`src/rtl/pipe_ctrl_pkg.sv`:
```
// Shared pipeline-control definitions: control-field widths, M-field bit
// positions, issue FSM state encoding and bubble constants.
package pipe_ctrl_pkg;

  localparam int WB_W = 2;
  localparam int M_W  = 2;
  localparam int EX_W = 4;

  localparam int M_MEMREAD  = 1;
  localparam int M_MEMWRITE = 0;

  typedef enum logic {
    ST_RUN      = 1'b0,
    ST_LU_STALL = 1'b1
  } issue_state_e;

  localparam logic [WB_W-1:0] WB_BUBBLE = '0;
  localparam logic [M_W-1:0]  M_BUBBLE  = '0;
  localparam logic [EX_W-1:0] EX_BUBBLE = '0;

endpackage

```
`src/rtl/lu_hazard_cmp.sv`:
```
// Load-use hazard comparator: the load in ID/EX targets a register that the
// instruction in ID actually reads. Register 0 never creates a dependency.
module lu_hazard_cmp
  import pipe_ctrl_pkg::*;
(
  input  logic [M_W-1:0] ex_m,
  input  logic [4:0]     ex_rt,
  input  logic [4:0]     id_rs,
  input  logic [4:0]     id_rt,
  input  logic           id_uses_rs,
  input  logic           id_uses_rt,
  output logic           lu_hit
);

  logic rs_match;
  logic rt_match;

  assign rs_match = id_uses_rs && (id_rs == ex_rt);
  assign rt_match = id_uses_rt && (id_rt == ex_rt);
  assign lu_hit   = ex_m[M_MEMREAD] && (ex_rt != 5'd0) && (rs_match || rt_match);

endmodule

```
`src/rtl/id_issue_ctrl.sv`:
```
// ID-stage issue controller: load-use stalls, branch-redirect flushes and
// bubble insertion into ID/EX. Define ISSUE_PERF_EN for stall/flush counters.
module id_issue_ctrl
  import pipe_ctrl_pkg::*;
#(
  parameter int LOAD_EXTRA_STALL = 0,
  parameter int CNT_W            = 4
) (
  input  logic            clk,
  input  logic            rst,
  input  logic [WB_W-1:0] id_wb,
  input  logic [M_W-1:0]  id_m,
  input  logic [EX_W-1:0] id_ex,
  input  logic [4:0]      id_rs,
  input  logic [4:0]      id_rt,
  input  logic            id_uses_rs,
  input  logic            id_uses_rt,
  input  logic [M_W-1:0]  ex_m,
  input  logic [4:0]      ex_rt,
  input  logic            flush_req,
  output logic            pc_we,
  output logic            ifid_we,
  output logic            ifid_flush,
  output logic [WB_W-1:0] idex_wb,
  output logic [M_W-1:0]  idex_m,
  output logic [EX_W-1:0] idex_ex,
  output logic            stall_active,
  output logic [31:0]     perf_stall_cnt,
  output logic [31:0]     perf_flush_cnt
);

  issue_state_e     state;
  logic [CNT_W-1:0] cnt;
  logic             lu_hit;

  lu_hazard_cmp u_lu_cmp (
    .ex_m       (ex_m),
    .ex_rt      (ex_rt),
    .id_rs      (id_rs),
    .id_rt      (id_rt),
    .id_uses_rs (id_uses_rs),
    .id_uses_rt (id_uses_rt),
    .lu_hit     (lu_hit)
  );

  // Priority: reset, then redirect flush, then stall, then normal issue.
  always_comb begin
    pc_we        = 1'b1;
    ifid_we      = 1'b1;
    ifid_flush   = 1'b0;
    idex_wb      = id_wb;
    idex_m       = id_m;
    idex_ex      = id_ex;
    stall_active = 1'b0;
    if (rst) begin
      pc_we      = 1'b0;
      ifid_we    = 1'b0;
      ifid_flush = 1'b1;
      idex_wb    = WB_BUBBLE;
      idex_m     = M_BUBBLE;
      idex_ex    = EX_BUBBLE;
    end else if (flush_req) begin
      ifid_flush = 1'b1;
      idex_wb    = WB_BUBBLE;
      idex_m     = M_BUBBLE;
      idex_ex    = EX_BUBBLE;
    end else if (state == ST_LU_STALL || lu_hit) begin
      pc_we        = 1'b0;
      ifid_we      = 1'b0;
      idex_wb      = WB_BUBBLE;
      idex_m       = M_BUBBLE;
      idex_ex      = EX_BUBBLE;
      stall_active = 1'b1;
    end
  end

  // The first stall cycle is spent in RUN; LU_STALL covers only the extra ones.
  always_ff @(posedge clk) begin
    if (rst || flush_req) begin
      state <= ST_RUN;
      cnt   <= '0;
    end else begin
      case (state)
        ST_RUN: begin
          if (lu_hit && (LOAD_EXTRA_STALL > 0)) begin
            state <= ST_LU_STALL;
            cnt   <= CNT_W'(LOAD_EXTRA_STALL);
          end
        end
        ST_LU_STALL: begin
          cnt <= cnt - 1'b1;
          if (cnt == CNT_W'(1)) state <= ST_RUN;
        end
        default: begin
          state <= ST_RUN;
          cnt   <= '0;
        end
      endcase
    end
  end

`ifdef ISSUE_PERF_EN
  always_ff @(posedge clk) begin
    if (rst) begin
      perf_stall_cnt <= '0;
      perf_flush_cnt <= '0;
    end else begin
      if (stall_active && (perf_stall_cnt != 32'hFFFF_FFFF))
        perf_stall_cnt <= perf_stall_cnt + 32'd1;
      if (flush_req && (perf_flush_cnt != 32'hFFFF_FFFF))
        perf_flush_cnt <= perf_flush_cnt + 32'd1;
    end
  end
`else
  assign perf_stall_cnt = 32'd0;
  assign perf_flush_cnt = 32'd0;
`endif

endmodule

```
`config.mk`:
```
export PLATFORM = sky130hd
export DESIGN_NAME = id_issue_ctrl
export DESIGN_NICKNAME = d
export VERILOG_FILES = /design/src/rtl/pipe_ctrl_pkg.sv /design/src/rtl/lu_hazard_cmp.sv /design/src/rtl/id_issue_ctrl.sv
export SDC_FILE = /design/constraint.sdc
export NUM_CORES = 1
export LEC_CHECK = 0
export CAP_MARGIN = 30
export CORE_UTILIZATION = 40
export DETAILED_ROUTE_END_ITERATION = 8
export DONT_BUFFER_PORTS = 1
export GPL_TIMING_DRIVEN = 0
export HOLD_SLACK_MARGIN = 0.02
export SLEW_MARGIN = 20
export SYNTH_ARGS = -nofsm -noshare
export SYNTH_HDL_FRONTEND = slang
export SYNTH_SLANG_ARGS = --single-unit
```
`constraint.sdc`:
```
create_clock -name clk -period 2.7 [get_ports clk]
set_clock_uncertainty 0.1 [all_clocks]
set_input_delay 0.675 -clock clk [delete_from_list [all_inputs] [get_ports clk]]
set_output_delay 0.675 -clock clk [all_outputs]
set_load 0.02 [all_outputs]
```
; ---- Word level (Yosys, flattened, before mapping)
; Index checks and enable logic that the tools add are counted.
[word_totals]
mem_bits_rw = 0
output_inout_bits = 76
mem_bits_ro = 0
memories = 0
word_cells = 34
input_bits = 30
latch_bits = 0
reg_bits = 5
[op_classes]
addsub = 1
reduce_logical = 9
bitwise = 1
order_cmp = 0
shifts = 0
div_mod_pow = 0
n_eq_ne = 3
n_mux = 18
n_mul = 0
[op_table]
columns = operator, count
row1 = $mux W2, 6
row2 = $mux W4, 3
row3 = $eq A5 B5 Y1, 2
row4 = $mux W1, 9
row5 = $reduce_bool A5 Y1, 1
row6 = $eq A4 B1 Y1 const B, 1
row7 = $logic_and A1 B1 Y1, 4
row8 = $sub A4 B1 Y4 const B, 1
row9 = $logic_or A1 B1 Y1, 3
row10 = $reduce_or A2 Y1, 1
row11 = $not A1 Y1, 1

; ---- Depth between registers and ports, before layout
[logic_depth]
word_depth = 8
ltp_mapped = 5
mapped_depth_nobuf = 5

; ---- Cells and area by module
; A second synthesis with hierarchy kept.
[unflattened]
hier_cells = 121
hier_area_um2 = 979.7
[by_module_without_submodules]
columns = mod, seq_area_each_um2, instances, area_per_inst_um2, cells_per_inst
row1 = id_issue_ctrl, 100.1, 1, 845.8, 104
row2 = lu_hazard_cmp, 0.0, 1, 133.9, 17

; ---- Worst setup path before layout
; No wires, ideal clock.
[synth_timing]
path_type = input port to output port
from = input port ex_rt[1]
to = output port pc_we
stages = 5
slack_ns = -0.093
n_path_buf = 2
arrival_ns = 2.018
required_ns = 1.925
cell_sequence = or4_1 -> o21a_1 -> buf_6 -> a31oi_2 -> buf_4
[synth_between]
elab_chain_len = 8
word_cells_on_any_way = 12
cone_classes = eq/ne (2) / mux (3) / reduce/logical (7)
[synth_lines]
columns = item, line
row1 = from (decl), id_issue_ctrl.sv:19  ; input logic [4:0] ex_rt,
row2 = "$eq A5 B5 Y1, on equally long branches", "lu_hazard_cmp.sv:18, lu_hazard_cmp.sv:19"
row3 = "$logic_and A1 B1 Y1, on equally long branches", "lu_hazard_cmp.sv:18, lu_hazard_cmp.sv:19"
row4 = $logic_or A1 B1 Y1, lu_hazard_cmp.sv:20  ; assign lu_hit = ex_m[M_MEMREAD] && (ex_rt != 5'd0) && (rs_match || rt_match);
row5 = $logic_and A1 B1 Y1 *, lu_hazard_cmp.sv:20
row6 = $logic_or A1 B1 Y1 *, id_issue_ctrl.sv:67  ; end else if (state == ST_LU_STALL || lu_hit) begin
row7 = $mux W1 * (3 in series), n/a
row8 = to (decl), id_issue_ctrl.sv:21  ; output logic pc_we,
; Mark *: on every way between the ends. The rest lies on a longest branch, timed or not.

; ---- Worst setup path after layout
[layout_timing]
from = input port ex_rt[1]
to = output port idex_wb[0]
[layout_between]
elab_chain_len = 8
word_cells_on_any_way = 12
cone_classes = eq/ne (2) / mux (3) / reduce/logical (7)
[layout_lines]
columns = item, line
row1 = "$eq A5 B5 Y1, on equally long branches", "lu_hazard_cmp.sv:18, lu_hazard_cmp.sv:19"
row2 = "$logic_and A1 B1 Y1, on equally long branches", "lu_hazard_cmp.sv:18, lu_hazard_cmp.sv:19"
row3 = $logic_or A1 B1 Y1, lu_hazard_cmp.sv:20
row4 = $logic_and A1 B1 Y1 *, lu_hazard_cmp.sv:20
row5 = $logic_or A1 B1 Y1 *, id_issue_ctrl.sv:67
row6 = $mux W2 *, id_issue_ctrl.sv:67
row7 = $mux W2 *, id_issue_ctrl.sv:62  ; end else if (flush_req) begin
row8 = $mux W2 *, id_issue_ctrl.sv:55  ; if (rst) begin
row9 = to (decl), id_issue_ctrl.sv:24  ; output logic [WB_W-1:0] idex_wb,
; Marked as above.

==> flow_summary.toml <==
[route]
wl_per_cell_um = 8.48
via_count = 824
antenna_left = 0
drt_pass1_iterations = 2
viasPerCell = 3.66
drt-total-wl_um = 1910
drcViolationCount = 0
drtIter0Drc = 6

[synthesis]
yosys-top-cells-area = "buf_4 (49%), xnor2_1 (11%), dfxtp_1 (10%), nand3b_1 (6.0%), a21oi_1 (4.0%)"
synth-seq-cells = 5
seq_area_frac_synth_pct = 10.0
synthAdderAreaFrac_pct = 2.51
synth_top_cell_area_share_pct = 48.9
yosys_warnings = 0
syn_area_um2 = 997
synth_area_per_cell_um2 = 7.67
synth_top_family_by_area = "buffers and inverters"
synth-xor-area-share_pct = 11.4
synth_top_cell_by_area = "buf_4"
syn_inst = 130
synth-simple-area-share_pct = 12.9
yosys-mux-area-fraction_pct = 0
synth.distinct_cells = 24
synth_compound_area_share_pct = 10.4

[timing]
tightest_slew_ns = 0.553
rsz0062_at_grt = "yes"
fin_crit_ns = 2.69
setup_viol = 0
clock.fmax_mhz = 371
fin_crit_sh_pct = 99.8
slew_headroom_pct = 63.1
layout_setup_ws_ns = 0.00608
drv_slew = 0
finalHoldViolCount = 0

[critical_path]
worst-setup-path-type = "in -> out"
crit_path_start_kind = "input port"
cp-end-kind = "output pin"
cp_max_fo = 10
rr_endpoint = "cnt[3]$_SDFFE_PP0P_"
r2r_cells = 3
worstReg2RegStart = "state$_SDFF_PP0_"
critical_path_arrival_ns = 1.92
worst-r2r-setup-slack_ns = 1.55
cp.required_ns = 1.92

[power_and_ir_drop]
switching_share_pct = 41.8
internal_power_uw = 214
power_density_mw_per_mm2 = 278
switchingPower_uw = 154
comb_power_share_pct = 55.7
fin_total_pwr_uw = 367
power_leakage_uw = 0.000741
irDropWorstVdd_v = 0.000180
clockPowerShare_pct = 24.1
pwr-share-seq_pct = 20.2

[grt]
antenna_found_initial = 0
grt-ovfl-total = 0
grt_use_total_pct = 12.8
grt_pass1_vias = 646
grt_pass1_wl_um = 2550
grt_max_degree = 11

[floorplan]
rows = 17
start_util_pct = 43.8
die_width_um = 51.9
core_region_area_mm2 = 0.00228
fp.dieH_um = 51.9
ios = 106
die_area_mm2 = 0.00270

[placement]
gp_congestion = 0.672
dp_worst_setup_slack_ns = -0.0466
hpwl_um = 1680
port_buffers = 0

[cells_and_area]
nets = 230
layout-drive-gt1-share_pct = 37.6
syn2layout_area_growth_pct = 32.2
antenna_cells = 0

[clock_network]
clockBufferDepth = 2
cts_made_buffers = 3
cts_tree = "yes"
path_clk_slew_ns = 0.04
clock_latency_ns = 0.25
cts_setup_buffers = 0
ctsHtreeMaxLevel = 1
cts.sinks = 5
root_buffer = "clkbuf_4"
hold_buffers = 0

[outcome]
outcome = "complete, no violations"

[min_path]
whs_path_depth = 2
holdPathEnd = "cnt[1]$_SDFFE_PP0P_"
hp-start = "cnt[1]$_SDFFE_PP0P_"
hp-class = "reg -> reg"

[job]
max-cap-violations = 0
## through the flow
| stage | std cells | hold WS [ns] | setup TNS (ns) | instance area (um2) | util [%] |
|---|---|---|---|---|---|
| after CTS | 225 | 0.397 | -0.108 | 1310 | 57.4 |
| final | 225 | 0.395 | 0 | 1320 | 57.9 |
| after global placement | 221 | 0.384 | -0.131 | 1280 | 56.1 |
| after floorplan | 193 | 0.368 | 0 | 1240 | - |
| after detailed placement | 221 | 0.387 | -0.109 | 1280 | 56.1 |
| after global routing | 225 | 0.429 | -0.143 | 1320 | 57.9 |
## critical path, cell delays in order
cell,delay [ns]
or4_4,0.51
o21a_1,0.19
buf_6,0.14
a21oi_1,0.40
## kinds of logic (layout without fill, tap and decap cells)
group	count (synthesis)	count (layout)
buffers and inverters	72	76
and+or+nand+nor	22	22
AOI/OAI and AO/OA	15	15
adders and majority gates	2	2
xor gates and xnor gates	13	13
DFF	5	5
other	1	64
## Yosys cell counts
master,n
buf_6,1
dfxtp_1,5
nand2_1,3
or4_1,1
inv_1,4
conb_1,1
buf_4,65
nand3b_1,8
o22ai_2,1
a31oi_2,1
ha_1,2
nor4b_1,1
o21a_1,1
nor2_1,6
a21boi_0,1
xor2_1,1
a21o_1,1
a21oi_1,8
xnor2_1,12
clkbuf_1,2
and2_1,1
a211oi_1,1
nand4_1,2
a31o_1,1
## power by group through the flow
stage / Sequential (uW) / Clock [uW] / Combinational, uW
floorplan: 75.4 / 0 / 193
global placement: 75.4 / 0 / 197
detailed placement: 75.4 / 0 / 198
CTS: 74.0 / 92.5 / 199
global route: 73.9 / 97.8 / 218
finish: 74.1 / 88.5 / 205
## timing repair
action	4_1_cts	5_1_grt
setup endpoints to repair	9	9
pin swaps	1	0
gates cloned	0	0
gates resized for setup	1	3
## sequential cells by signal, summed over array words and instances (netlist names)
register,count
state,1
cnt,4
## worst max path at each step
stage / start / to / slack, ns / cells after the start
after global placement: ex_rt[1] / pc_we / -0.05 / 5
after global routing: ex_rt[1] / pc_we / -0.03 / 5
after CTS: ex_rt[1] / idex_ex[2] / -0.03 / 4
final: ex_rt[1] / idex_wb[0] / 0.006 / 4
after floorplan: ex_rt[1] / pc_we / 0.01 / 5
after detailed placement: ex_rt[1] / pc_we / -0.05 / 5
## cell type report
cell class | instances | area (um2)
flip-flops and latches | 5 | 100
multi-input cells | 116 | 632
clock buffers | 4 | 26.3
plain buffers | 68 | 510
well taps | 28 | 35.0
fillers | 223 | 957
inverters | 4 | 15.0
## layer usage
layer | part of all wire (%) | GRT usage, %
met1 | 33 | 12.0
met2 | 50 | 21.6
met3 | 14 | 6.73
met4 | 2.5 | 8.56
met5 | 0 | 0
## placed cells by master, fill, tap and decap left out
cell type,netlist,layout
xor2_1,1,1
o22ai_2,1,1
o21a_1,1,1
a21o_1,1,1
buf_6,1,2
xnor2_1,12,12
dfxtp_1,5,5
a211oi_1,1,1
or4_4,0,1
ha_1,2,2
conb_1,1,64
nor2_1,6,6
a21oi_1,8,6
inv_1,4,4
nor4b_1,1,1
a21boi_0,1,1
nand3b_1,8,8
nand2_1,3,3
clkbuf_1,2,3
a31oi_4,0,1
a21oi_2,0,2
buf_4,65,64
nand4_1,2,2
clkbuf_4,0,3
a31o_1,1,1
and2_1,1,1
Note: power is estimated with default switching activity, not from simulation.
